File: src/rtl/path_fsm_bench_if.sv
// rtl/path_fsm_bench_if.sv - control inputs and decoded property outputs of the path FSM benchmark
//
// Ports (signals):
//   en, i1, restart        driven by master, sampled by slave
//   state[W-1:0]           current state encoding
//   loops[7:0]             retry count since reset/restart
//   cycles[CW-1:0]         enabled cycles since reset/restart (saturating)
//   z1, z2, z3, z_hi, z_abort  decoded property outputs
interface path_fsm_bench_if #(
    parameter int W  = 4,
    parameter int CW = 8
);
    logic          en;
    logic          i1;
    logic          restart;
    logic [W-1:0]  state;
    logic [7:0]    loops;
    logic [CW-1:0] cycles;
    logic          z1;
    logic          z2;
    logic          z3;
    logic          z_hi;
    logic          z_abort;

    modport master (
        output en, i1, restart,
        input  state, loops, cycles, z1, z2, z3, z_hi, z_abort
    );

    modport slave (
        input  en, i1, restart,
        output state, loops, cycles, z1, z2, z3, z_hi, z_abort
    );
endinterface

// rtl/path_fsm_my.sv
// rtl/path_fsm_my.sv - parametrised encoded-path FSM with retry loop, abort, restart and cycle counter
//
// Ports:
//   clk          clock, all state changes on the rising edge
//   reset        synchronous, active-low reset
//   bus.en       advance enable; 0 freezes state, loops and cycles
//   bus.i1       branch select at states 2 and 5
//   bus.restart  return to 0 from terminal states 9 or 3
//   bus.state    current state encoding (W bits)
//   bus.loops    5->1 retry count, saturating at 255
//   bus.cycles   enabled cycle count, saturating at all-ones
//   bus.z1/z2/z3/z_hi/z_abort  combinational decodes of the registered state
module path_fsm_my #(
    parameter int W        = 4,
    parameter int TARGET   = 9,
    parameter int THRESH   = 2,
    parameter int LOOP_MAX = 3,
    parameter int CW       = 8
) (
    input  logic             clk,
    input  logic             reset,
    path_fsm_bench_if.slave  bus
);

    typedef enum logic [3:0] {
        S_IDLE    = 4'd0,
        S_SEEK    = 4'd1,
        S_BRANCH  = 4'd2,
        S_ABORT   = 4'd3,
        S_PARK4   = 4'd4,
        S_CHECK   = 4'd5,
        S_DETOUR6 = 4'd6,
        S_DETOUR7 = 4'd7,
        S_ARM     = 4'd8,
        S_DONE    = 4'd9,
        S_PRIME   = 4'd10,
        S_PARK11  = 4'd11,
        S_PARK12  = 4'd12,
        S_PARK13  = 4'd13,
        S_SKIP14  = 4'd14,
        S_SKIP15  = 4'd15
    } path_e;

    localparam logic [7:0] LM = 8'(LOOP_MAX);

    logic [W-1:0]  state_q, state_d;
    logic [7:0]    loops_q, loops_d;
    logic [CW-1:0] cycles_q, cycles_d;
    logic          hi;

    function automatic logic [W-1:0] ext(input path_e s);
        logic [W-1:0] r;
        r      = '0;
        r[3:0] = s;
        return r;
    endfunction

    // Bits above [3:0] are never reachable; any set bit marks a corrupted state.
    generate
        if (W > 4) begin : g_hi
            assign hi = |state_q[W-1:4];
        end else begin : g_nohi
            assign hi = 1'b0;
        end
    endgenerate

    always_ff @(posedge clk) begin
        if (!reset) begin
            state_q  <= '0;
            loops_q  <= '0;
            cycles_q <= '0;
        end else begin
            state_q  <= state_d;
            loops_q  <= loops_d;
            cycles_q <= cycles_d;
        end
    end

    always_comb begin
        state_d  = state_q;
        loops_d  = loops_q;
        cycles_d = cycles_q;
        if (bus.en) begin
            if (cycles_q != '1) begin
                cycles_d = cycles_q + 1'b1;
            end
            if (hi) begin
                // Recovery to the start; the retry history is deliberately kept.
                state_d = '0;
            end else begin
                case (state_q[3:0])
                    S_IDLE:    state_d = ext(S_ARM);
                    S_ARM:     state_d = ext(S_PRIME);
                    S_PRIME:   state_d = ext(S_SEEK);
                    S_SEEK:    state_d = ext(S_BRANCH);
                    S_BRANCH:  state_d = bus.i1 ? ext(S_CHECK) : ext(S_DETOUR6);
                    S_DETOUR6: state_d = ext(S_DETOUR7);
                    S_DETOUR7: state_d = ext(S_CHECK);
                    S_CHECK: begin
                        if (bus.i1) begin
                            state_d = ext(S_DONE);
                        end else if ((LOOP_MAX == 0) || (loops_q < LM)) begin
                            state_d = ext(S_SEEK);
                            if (loops_q != 8'hff) begin
                                loops_d = loops_q + 8'd1;
                            end
                        end else begin
                            state_d = ext(S_ABORT);
                        end
                    end
                    S_DONE, S_ABORT: begin
                        // The restart edge clears the counter rather than counting itself.
                        if (bus.restart) begin
                            state_d  = '0;
                            loops_d  = '0;
                            cycles_d = '0;
                        end
                    end
                    S_SKIP14, S_SKIP15: state_d = ext(S_DONE);
                    default:            state_d = state_q;
                endcase
            end
        end
    end

    assign bus.state   = state_q;
    assign bus.loops   = loops_q;
    assign bus.cycles  = cycles_q;
    assign bus.z1      = state_q[3] & state_q[0];
    assign bus.z2      = (state_q == W'(TARGET));
    assign bus.z3      = (state_q > W'(THRESH));
    assign bus.z_hi    = hi;
    assign bus.z_abort = (state_q == ext(S_ABORT));

endmodule

File: src/flat_wrapper.sv
// flat-port wrapper written by rule: the top's interface ports become plain ports
module path_fsm_bench_flat 
#(
    parameter int W        = 4,
    parameter int TARGET   = 9,
    parameter int THRESH   = 2,
    parameter int LOOP_MAX = 3,
    parameter int CW       = 8
)
  (clk, reset, bus_en, bus_i1, bus_restart, bus_state, bus_loops, bus_cycles, bus_z1, bus_z2, bus_z3, bus_z_hi, bus_z_abort);
  path_fsm_bench_if #(.W(W), .CW(CW)) bus_i ();
  input  logic clk;
  input  logic reset;
  input wire logic [$bits(bus_i.en)-1:0] bus_en;
  input wire logic [$bits(bus_i.i1)-1:0] bus_i1;
  input wire logic [$bits(bus_i.restart)-1:0] bus_restart;
  output wire logic [$bits(bus_i.state)-1:0] bus_state;
  output wire logic [$bits(bus_i.loops)-1:0] bus_loops;
  output wire logic [$bits(bus_i.cycles)-1:0] bus_cycles;
  output wire logic [$bits(bus_i.z1)-1:0] bus_z1;
  output wire logic [$bits(bus_i.z2)-1:0] bus_z2;
  output wire logic [$bits(bus_i.z3)-1:0] bus_z3;
  output wire logic [$bits(bus_i.z_hi)-1:0] bus_z_hi;
  output wire logic [$bits(bus_i.z_abort)-1:0] bus_z_abort;
  assign bus_i.en = bus_en;
  assign bus_i.i1 = bus_i1;
  assign bus_i.restart = bus_restart;
  assign bus_state = bus_i.state;
  assign bus_loops = bus_i.loops;
  assign bus_cycles = bus_i.cycles;
  assign bus_z1 = bus_i.z1;
  assign bus_z2 = bus_i.z2;
  assign bus_z3 = bus_i.z3;
  assign bus_z_hi = bus_i.z_hi;
  assign bus_z_abort = bus_i.z_abort;
  path_fsm_my #(.W(W), .TARGET(TARGET), .THRESH(THRESH), .LOOP_MAX(LOOP_MAX), .CW(CW)) u_core (.clk(clk), .reset(reset), .bus(bus_i));
endmodule
File: config.mk
export PLATFORM = sky130hd
export DESIGN_NAME = path_fsm_bench_flat
export DESIGN_NICKNAME = d
export VERILOG_FILES = /design/src/rtl/path_fsm_bench_if.sv /design/src/rtl/path_fsm_my.sv /design/src/flat_wrapper.sv
export SDC_FILE = /design/constraint.sdc
export NUM_CORES = 1
export LEC_CHECK = 0
export ABC_AREA = 1
export CAP_MARGIN = 20
export CORE_ASPECT_RATIO = 1.75
export CORE_UTILIZATION = 47
export CTS_CLUSTER_SIZE = 14
export DETAILED_ROUTE_END_ITERATION = 7
export HOLD_SLACK_MARGIN = 0.1
export MAX_ROUTING_LAYER = met4
export PLACE_DENSITY = 0.75
export SLEW_MARGIN = 20
export SYNTH_ARGS = -nofsm -noshare
export SYNTH_HDL_FRONTEND = slang
export SYNTH_SLANG_ARGS = --single-unit
File: constraint.sdc
create_clock -name clk -period 1.8 [get_ports clk]
set_input_delay 0.36 -clock clk [delete_from_list [all_inputs] [get_ports clk]]
set_output_delay 0.36 -clock clk [all_outputs]
set_load 0.01 [all_outputs]
==> results.json, run 1 <==
{
  "hold_start": "u_core.bus.loops[7]$_SDFFE_PN0P_",
  "synth.avg_cell_area_sq_um": 7.19,
  "comb_power_share_pct": 15.4,
  "drc": 0,
  "cts-root-buf": "clkbuf_8",
  "grt_first_pass_wirelength_mm": 5.07,
  "synthTopCellsByArea": "dfxtp_1, nand2_1, inv_1",
  "clk_path_buf_depth": 2,
  "fin_setup_tns_ns": 0,
  "ys_ff_latch": 20,
  "yosys-top-cells-count": "nand2_1, dfxtp_1, inv_1",
  "fin_skew_ns": 0.00227,
  "drive_gt1_share_pct": 21.4,
  "start_util_pct": 50.2,
  "path_max_fanout": 4,
  "rsz0062_at_grt": "false",
  "p_sw_uw": 260,
  "fin_crit_ns": 1.69,
  "fp.dieArea_sq_um": 2880,
  "max_cap_violations": 0,
  "rows": 24,
  "clk_pin_slew_ns": 0.08,
  "postRouteAntennaNets": 0,
  "finalCritPeriodShare_pct": 93.8,
  "syn_inst": 174,
  "async_flop_share_pct": 0,
  "p_sw_share_pct": 24.0,
  "grt_max_degree": 13,
  "die_w_microns": 41,
  "r2r_slack_ns": 0.15,
  "diodes": 0,
  "viasPerCell": 5.22,
  "syn_nets": 181,
  "p_seq_share_pct": 43.0,
  "seq_area_frac_synth_pct": 32.0,
  "internal_power_uw": 823,
  "power_uw": 1080,
  "power_leakage_uw": 0.000795,
  "syn2layout_area_growth_pct": 34.1,
  "status": "complete, no violations",
  "slew_viol_final": 0,
  "power.share.clock_pct": 41.6,
  "grt_antenna_before_repair": 0,
  "io_buffers": 28,
  "max_freq_mhz": 592,
  "synth_most_common_cell": "nand2_1",
  "yosys.area.top_type": "dfxtp_1",
  "synth_ff_type": "dfxtp_1",
  "synth_warnings": 0,
  "synth_top_area_share_pct": 32.0,
  "htreeDepth": 1,
  "fin_nets": 218,
  "setup_viol": 0,
  "hold_depth": 2,
  "clock_latency_ns": 0.26,
  "required_ns": 1.44,
  "yosysUniqueCellTypes": 34,
  "wl_mm": 2.96,
  "gp_congestion": 0.840,
  "cts_buffers": 3,
  "dp_hpwl_mm": 2.32,
  "grt_pass1_vias": 1245,
  "overflow": 0,
  "grtUsageTotal_pct": 25.4,
  "drtIter0Drc": 36,
  "hold_end": "u_core.bus.loops[7]$_SDFFE_PN0P_",
  "criticalPathCategory": "flop to output port",
  "dr_total_vias": 1231,
  "reg2reg_to": "u_core.bus.cycles[2]$_SDFFE_PN0P_",
  "fp.dieH_microns": 70.3,
  "endpoint_kind": "output port",
  "hold_viol": 0,
  "wl_per_cell_microns": 12.6,
  "synth_edf_count": 0,
  "clock-sinks": 20,
  "holdCritPathClass": "flop to flop",
  "reg2reg_from": "u_core.bus.cycles[0]$_SDFFE_PN0P_",
  "ir_drop_v": 0.000508,
  "critPathArrivalTime_ns": 1.33,
  "core_area_sq_um": 2490,
  "ios": 30,
  "start_kind": "flop",
  "powerDensity_nw_per_um2": 645,
  "r2r.worst_path.cells": 9,
  "first_pass_iters": 4,
  "cts_tree": "yes",
  "synth_area_sq_um": 1250
}
==> how the worst max path moves through the flow <==
| stage | cells past startpoint | slack, ns | endpoint | start |
|---|---|---|---|---|
| floorplan | 9 | 0.33 | u_core.bus.cycles[2]$_SDFFE_PN0P_ | u_core.bus.cycles[0]$_SDFFE_PN0P_ |
| CTS | 5 | 0.0002 | bus_z2 | u_core.bus.state[0]$_SDFFE_PN0P_ |
| detailed placement | 6 | 0.09 | u_core.bus.cycles[5]$_SDFFE_PN0P_ | bus_en |
| global route | 9 | 0.007 | u_core.bus.cycles[2]$_SDFFE_PN0P_ | u_core.bus.cycles[0]$_SDFFE_PN0P_ |
| global placement | 5 | 0.14 | u_core.bus.cycles[5]$_SDFFE_PN0P_ | bus_en |
| finish | 5 | 0.11 | bus_z_abort | u_core.bus.state[2]$_SDFFE_PN0P_ |
==> per-stage QoR <==
stage          hold WS (ns)  area (sq um)  setup slack (ns)  util (%)  std cells
6_report              0.470          1680             0.111      67.3        236
5_1_grt               0.503          1680           0.00700      67.3        236
4_1_cts               0.473          1670          0.000194      66.9        236
3_5_place_dp          0.458          1580            0.0939      63.2        231
3_3_place_gp          0.454          1580             0.143      63.2        231
2_1_floorplan         0.480          1250             0.335         -        174
==> metal layers <==
metal / GRT usage (%) / vias up / part of all wire (%)
li1: - / 626 / -
met1: 26.9 / 552 / 38
met2: 39.1 / 36 / 53
met3: 4.44 / 17 / 3.8
met5: - / - / 0
met4: 17.8 / 0 / 5.7
==> repair_timing <==
item | in CTS | in global routing
endpoints found under the hold margin | 0 | 0
buffers inserted | 1 | 0
resized for setup | 7 | 5
pin swaps | 0 | 0
hold buffers | 0 | 0
setup endpoints to repair | 5 | 5
==> cells in the final DEF, fill, tap and decap left out, drive strengths merged <==
cell	synthesis	final
nor2	23	23
clkdlybuf4s50	0	25
conb	1	1
o21a	1	1
nor4	2	2
clkinv	1	1
or2	1	1
nand3b	1	1
nand4	2	2
a211oi	1	1
dlymetal6s2s	0	2
o21ai	4	4
xor2	2	2
clkbuf	0	3
nor3	10	10
a21oi	10	10
nand3	13	13
clkdlybuf4s15	0	1
o21bai	1	1
inv	26	26
nand2	45	45
o211ai	1	1
ha	2	2
dfxtp	20	20
bufinv	0	1
buf	4	8
nor3b	3	3
==> state kept, by name, indices dropped and copies added (netlist names) <==
register,cells
u_core.bus.cycles,8
u_core.bus.loops,8
u_core.bus.state,4
==> worst max-delay path: stages (launching register included) <==
cell	delay (ns)
dfxtp_4	0.37
buf_4	0.17
nor2_8	0.12
nand2_2	0.10
inv_1	0.08
clkdlybuf4s15_1	0.23
==> power groups by stage <==
stage | combinational [uW] | sequential (uW) | clock [uW]
3_5_place_dp | 160 | 477 | 0
4_1_cts | 165 | 464 | 459
3_3_place_gp | 157 | 476 | 0
5_1_grt | 184 | 468 | 476
6_report | 167 | 465 | 451
2_1_floorplan | 96.7 | 480 | 0
==> area by class of cell <==
type / instances / area [sq um]
flip-flops and latches: 20 / 410
well taps: 26 / 32.5
multi-input cells: 123 / 713
fillers: 208 / 815
clock inverters: 1 / 30.0
inverters: 27 / 101
repair buffers: 36 / 349
clock buffers: 3 / 41.3
==> cells by family (layout without fill, tap and decap cells) <==
kind of cell	count (synthesis)	after routing	synth area share, %
and+or+nand+nor	100	100	44.9
other	1	1	0.300
adders and majority gates	2	2	2.00
buffers and inverters	31	67	11.4
AOI/OAI and AO/OA	18	18	8.00
xor gates and xnor gates	2	2	1.40
DFF	20	20	32.0
Note: power is estimated with default switching activity, not from simulation.
==> run 2, diff against run 1 <==
CELL_PAD_IN_SITES_DETAIL_PLACEMENT = 1   (was unset)
CELL_PAD_IN_SITES_GLOBAL_PLACEMENT = 2   (was unset)
CORE_UTILIZATION = 27   (was 47)
PLACE_DENSITY = 0.78   (was 0.75)
==> run 2 against run 1 <==
Compared with the run above: maximum frequency fell by 0.42%; utilization fell by 29 points; register-to-register slack improved by 0.02 ns; combinational power rose by 6%; sequential share of layout area fell by 0.58 points; sequential power barely moved; total power rose by 1.1%; clock power barely moved; via count rose by 1.9%; die area rose by 71%; largest cell class unchanged.
==> results.json, run 2 (synthesized netlist as in run 1, its figures left out) <==
{
  "max_freq_mhz": 590,
  "grt_first_pass_wirelength_mm": 5.94,
  "first_pass_iters": 4,
  "cpPeakStageDelay_ns": 0.33,
  "slew_viol_final": 0,
  "dp.cells": 254,
  "status": "complete, no violations",
  "internal_power_uw": 826,
  "cts-root-buf": "clkbuf_8",
  "power_leakage_uw": 0.000788,
  "powerDensity_nw_per_um2": 645,
  "finalCritPeriodShare_pct": 94.2,
  "fin_crit_ns": 1.70,
  "io_buffers": 28,
  "clk_path_buf_depth": 2,
  "seq_area_sq_um": 405,
  "dr_total_vias": 1254,
  "drc": 0,
  "path_buf_inv": 4,
  "fill_cells": 564,
  "htreeDepth": 1,
  "start_util_pct": 28.2,
  "max_cap_violations": 0,
  "clock-sinks": 20,
  "fin_nets": 217,
  "grt_pass1_vias": 1306,
  "required_ns": 1.44,
  "endpoint_kind": "output port",
  "mostFrequentLayoutCell": "nand2_1",
  "fin_skew_ns": 0.00540,
  "grt_max_degree": 13,
  "start_kind": "flop",
  "multiInputGateArea_sq_um": 716,
  "cp_slowest_cell": "dfxtp_1",
  "ios": 30,
  "core_area_sq_um": 4440,
  "layout_common_cells": "nand2_1, clkdlybuf4s50_1, inv_1, dfxtp_1, nor2_1",
  "postCtsHoldBufs": 0,
  "drtIter0Drc": 11,
  "path_max_fanout": 4,
  "critPathArrivalTime_ns": 1.34,
  "grtUsageTotal_pct": 16.9,
  "ir_drop_v": 0.000407,
  "power.share.clock_pct": 41.5,
  "die_w_microns": 53.5,
  "clock_latency_ns": 0.26,
  "grt_antenna_before_repair": 0,
  "gp_congestion": 0.775,
  "wl_mm": 3.62,
  "fp.dieH_microns": 92.1,
  "p_sw_uw": 269,
  "criticalPathCategory": "flop to output port",
  "drive_gt1_share_pct": 20.6,
  "overflow": 0,
  "dp_hpwl_mm": 3.04,
  "rows": 32,
  "rsz0062_at_grt": "false",
  "setup_viol": 0,
  "cts_tree": "yes",
  "cts_buffers": 3,
  "holdCritPathClass": "flop to flop",
  "p_sw_share_pct": 24.5,
  "fp.dieArea_sq_um": 4920,
  "instances_no_fill": 260,
  "hold_viol": 0,
  "syn2layout_area_growth_pct": 35.7,
  "comb_power_share_pct": 16.2,
  "p_seq_share_pct": 42.4,
  "viasPerCell": 4.82,
  "path_cells": "buf_6, buf_4, nor2_8, nand2_2, inv_1, clkdlybuf4s15_1",
  "wl_per_cell_microns": 13.9,
  "fin_setup_tns_ns": 0,
  "clk_pin_slew_ns": 0.08,
  "postRouteAntennaNets": 0,
  "diodes": 0,
  "critPathTopFamily": "buffers and inverters"
}
==> run 2: final timing paths <==
check,startpoint,to,slack [ns],cells past startpoint
worst max-delay path,u_core.bus.state[3]$_SDFFE_PN0P_,bus_z_abort,0.10,6
worst min-delay path,u_core.bus.loops[5]$_SDFFE_PN0P_,u_core.bus.loops[5]$_SDFFE_PN0P_,0.46,2
worst max register to register,u_core.bus.state[3]$_SDFFE_PN0P_,u_core.bus.loops[0]$_SDFFE_PN0P_,0.17,10
worst min register to register,u_core.bus.loops[5]$_SDFFE_PN0P_,u_core.bus.loops[5]$_SDFFE_PN0P_,0.46,2
==> run 2: final cells by class <==
cell class | count | share of cell area, %
timing repair buffer | 35 | 20.0
clock inverter | 1 | 1.77
tap | 51 | 3.76
inverter | 27 | 5.97
sequential | 20 | 23.9
clock buffer | 3 | 2.43
multi-input combinational | 123 | 42.2
==> run 2: power by group through the flow <==
stage	Clock, uW	Sequential, uW	Combinational (uW)
2_1_floorplan	0	480	96.7
3_5_place_dp	0	475	170
3_3_place_gp	0	474	167
6_report	454	464	177
5_1_grt	491	466	196
4_1_cts	466	465	181
==> run 2: metrics by stage <==
step / power (uW) / hold WS, ns / worst slack, ns / cell area, sq um / utilization [%]
2_1_floorplan: 576 / 0.480 / 0.335 / 1250 / -
3_3_place_gp: 641 / 0.451 / 0.135 / 1590 / 35.8
3_5_place_dp: 645 / 0.458 / 0.103 / 1590 / 35.8
4_1_cts: 1110 / 0.470 / 0.00330 / 1690 / 38.0
5_1_grt: 1150 / 0.490 / 0.00346 / 1700 / 38.2
6_report: 1090 / 0.464 / 0.104 / 1700 / 38.2
==> run 2: timing repair <==
action                     in CTS  in global routing
setup buffers                   2                  0
setup endpoints to repair       5                  4
resized for setup               6                  5
==> run 2: tightest hold or removal path, delay by kind of cell, from the launching register on <==
family        cells  cell delay [ns]
simple gates      1             0.05
flops             1             0.31
buf+inv           1             0.06
==> run 2: per-layer routing <==
layer  global-route usage (%)  up-vias  share of wire, %  wire, microns
met5                        -        -                 0              0
met4                     9.21        0               4.3            157
met1                     15.1      594                35           1260
met3                     1.99       10               3.0            107
met2                     31.7       27                58           2100
li1                         -      623                 -              -
==> run 3, diff against run 2 <==
CAP_MARGIN = unset   (was 20)
CTS_CLUSTER_DIAMETER = 60   (was unset)
==> results of run 3 <==
Final layout, timing and power as in run 2 (identical DEF).
==> patch (flow settings as in run 3) <==
`CW` is set to 8 in 3 places; all go to 9.
--- a/src/rtl/path_fsm_bench_if.sv
+++ b/src/rtl/path_fsm_bench_if.sv
@@ -9,5 +9,5 @@
 interface path_fsm_bench_if #(
     parameter int W  = 4,
-    parameter int CW = 8
+    parameter int CW = 9
 );
     logic          en;
--- a/src/rtl/path_fsm_my.sv
+++ b/src/rtl/path_fsm_my.sv
@@ -16,5 +16,5 @@
     parameter int THRESH   = 2,
     parameter int LOOP_MAX = 3,
-    parameter int CW       = 8
+    parameter int CW       = 9
 ) (
     input  logic             clk,
--- a/src/flat_wrapper.sv
+++ b/src/flat_wrapper.sv
@@ -6,5 +6,5 @@
     parameter int THRESH   = 2,
     parameter int LOOP_MAX = 3,
-    parameter int CW       = 8
+    parameter int CW       = 9
 )
   (clk, reset, bus_en, bus_i1, bus_restart, bus_state, bus_loops, bus_cycles, bus_z1, bus_z2, bus_z3, bus_z_hi, bus_z_abort);
Interface: changed (resized bus_cycles); port bits go from 30 to 31. No check against the original RTL was run, so the function may have changed too.
==> patch against run 3 <==
- sequential power up 6.0%
- synthesized area up 8.8%
- final area up 8.0%
- register-to-register slack better by 0.06 ns
- non-clock buffer count up 5
- routed wire length up 7.7%
- first-iteration DRC count up 120%
- setup slack worse by 0.045 ns
- power down 9.0%
- sequential share of layout area down 0.41 points
- sequential cell count up 1
- critical endpoint is now bus_state[2]
==> patch: results (changes against run 3) <==
Placement
  • Cell total after placement: 291 (was 254)
  • Number of buffers added on ports: 29 (was 28)
  • Final weighted congestion in routability-driven placement: 0.791 (was 0.775)
  • Half-perimeter wire length after placement: 3.20 mm (was 3.04 mm)
  • Post-placement setup slack: 0.100 ns (was 0.103 ns)

Synth
  • Unique masters post-synth: 32 (was 34)
  • Sequential share of the synthesized area: 30.9% (was 32.0%)
  • Leading cell types by count after synthesis: sky130_fd_sc_hd__nand2_1 (54), sky130_fd_sc_hd__nand3_1 (22), sky130_fd_sc_hd__dfxtp_1 (21), sky130_fd_sc_hd__inv_1 (21), sky130_fd_sc_hd__nor2_1 (19) (was sky130_fd_sc_hd__nand2_1 (37), sky130_fd_sc_hd__dfxtp_1 (20), sky130_fd_sc_hd__inv_1 (20))
  • Synth Instances: 204 (was 174)
  • Top cells by area in the synthesized netlist: sky130_fd_sc_hd__dfxtp_1 (31%), sky130_fd_sc_hd__nand2_1 (15%), sky130_fd_sc_hd__nand3_1 (8.1%), sky130_fd_sc_hd__inv_1 (5.8%), sky130_fd_sc_hd__a21oi_1 (5.5%) (was sky130_fd_sc_hd__dfxtp_1 (32%), sky130_fd_sc_hd__nand2_1 (11%), sky130_fd_sc_hd__inv_1 (6.0%), sky130_fd_sc_hd__nor2_1 (5.1%), sky130_fd_sc_hd__a21oi_1 (4.0%))
  • Number of nets in the synthesized netlist: 211 (was 181)

Timing
  • Setup clock skew after layout: 0.00593 ns (was 0.00540 ns)

Routing
  • Average wire per standard cell: 13.2 um (was 13.9 um)
  • Count of routing violations after the opening detailed-route iteration: 24 (was 11)
  • Number of detailed-route iterations in the first pass: 3 (was 4)
  • Avg Vias per Cell: 4.73 (was 4.82)
  • Length of routed wiring on met1: 1.50 mm (was 1.26 mm)
  • Length of routed met2 wiring: 2.25 mm (was 2.10 mm)
  • Wire length on met3: 90 um (was 107 um)

Critical path
  • Worst setup startpoint: u_core.bus.state[2] (was u_core.bus.state[3])
  • Worst flop-to-flop path startpoint: u_core.bus.cycles[0] (was u_core.bus.state[3])
  • Cell with the largest stage delay on the worst path: sky130_fd_sc_hd__clkdlybuf4s50_1 (was sky130_fd_sc_hd__dfxtp_1)
  • Biggest cell delay along the critical path: 0.53 ns (was 0.33 ns)
  • WP data arrival: 1.38 ns (was 1.34 ns)

Power and ir drop
  • Peak VDD IR: 0.331 mV (was 0.407 mV)
  • Sw Ratio: 28.4% (was 24.5%)
  • Leakage power: 0.854 nW (was 0.788 nW)

Global routing
  • Number of global-route vias before repair: 1,465 (was 1,306)
  • Largest net degree at the start of global routing: 14 (was 13)
  • Total Routing Usage GR: 16.3% (was 16.9%)
  • Wire length of the first global-routing pass: 6.56 mm (was 5.94 mm)

Finish
  • Fraction of final layout cells with drive strength greater than 1: 18.4% (was 20.6%)
  • Net count reported at finish: 252 (was 217)
  • Final Non-Filler Cells: 296 (was 260)

Min path
  • HP Start: u_core.bus.loops[3] (was u_core.bus.loops[5])

Outcome
  • Outcome: finished, final reports clean (unchanged)
[patch: path summary, 6_finish.rpt]
check / endpoint / slack (ns) / depth (start not counted)
hold reg to reg: u_core.bus.loops[3] / 0.49 / 2
setup / recovery: bus_state[2] / 0.06 / 2
hold / removal: u_core.bus.loops[3] / 0.49 / 2
setup reg to reg: u_core.bus.cycles[0] / 0.23 / 6
[patch: layout make-up]
cell class	instances	area [um2]
Multi-Input combinational cell	150	801
Inverter	29	116
Tap cell	52	65.1
Sequential cell	21	430
Fill cell	612	2910
Clock inverter	1	7.51
Clock buffer	3	41.3
Timing Repair Buffer	40	373
[patch: critical path, delay by kind of cell, from the launching register on]
| kind | cells | cell delay [ns] |
|---|---|---|
| buf+inv | 2 | 0.70 |
| flops | 1 | 0.42 |
[patch: what timing repair did]
action | 4_1_cts | 5_1_grt
setup endpoints to repair | 5 | 1
setup buffers | 1 | 0
gates resized for setup | 10 | 1
pin swaps | 1 | 0
hold buffers | 0 | 0
[patch: cell families after synthesis]
logic type               count (synthesis)  synth area share (%)
AO/OA/AOI/OAI                           21                  8.92
XOR/XNOR                                 1                 0.643
adder cells (fa/ha/maj)                  2                  1.84
buffers and inverters                   33                  11.0
flip-flops                              21                  30.9
other                                    1                 0.275
AND/OR/NAND/NOR                        125                  46.4
[patch: power groups by stage]
stage	sequential, mW	combinational, mW	clock [mW]
floorplan	0.501	0.101	0
global placement	0.501	0.177	0
detailed placement	0.502	0.176	0
CTS	0.492	0.183	0.340
global route	0.494	0.198	0.359
finish	0.492	0.180	0.324
[patch: metrics by stage]
stage | util, % | power (mW) | cell area [um2]
final | 38.6 | 0.996 | 1830
after global routing | 38.6 | 1.05 | 1830
after CTS | 38.6 | 1.01 | 1830
after detailed placement | 37.0 | 0.678 | 1760
after global placement | 37.0 | 0.678 | 1760
after floorplan | - | 0.602 | 1360
[patch: metal layers]
layer / vias up / GRT usage (%)
li1: 722 / -
met3: 6 / 1.61
met2: 18 / 33.7
met1: 655 / 14.9
met4: 0 / 6.88
met5: - / -
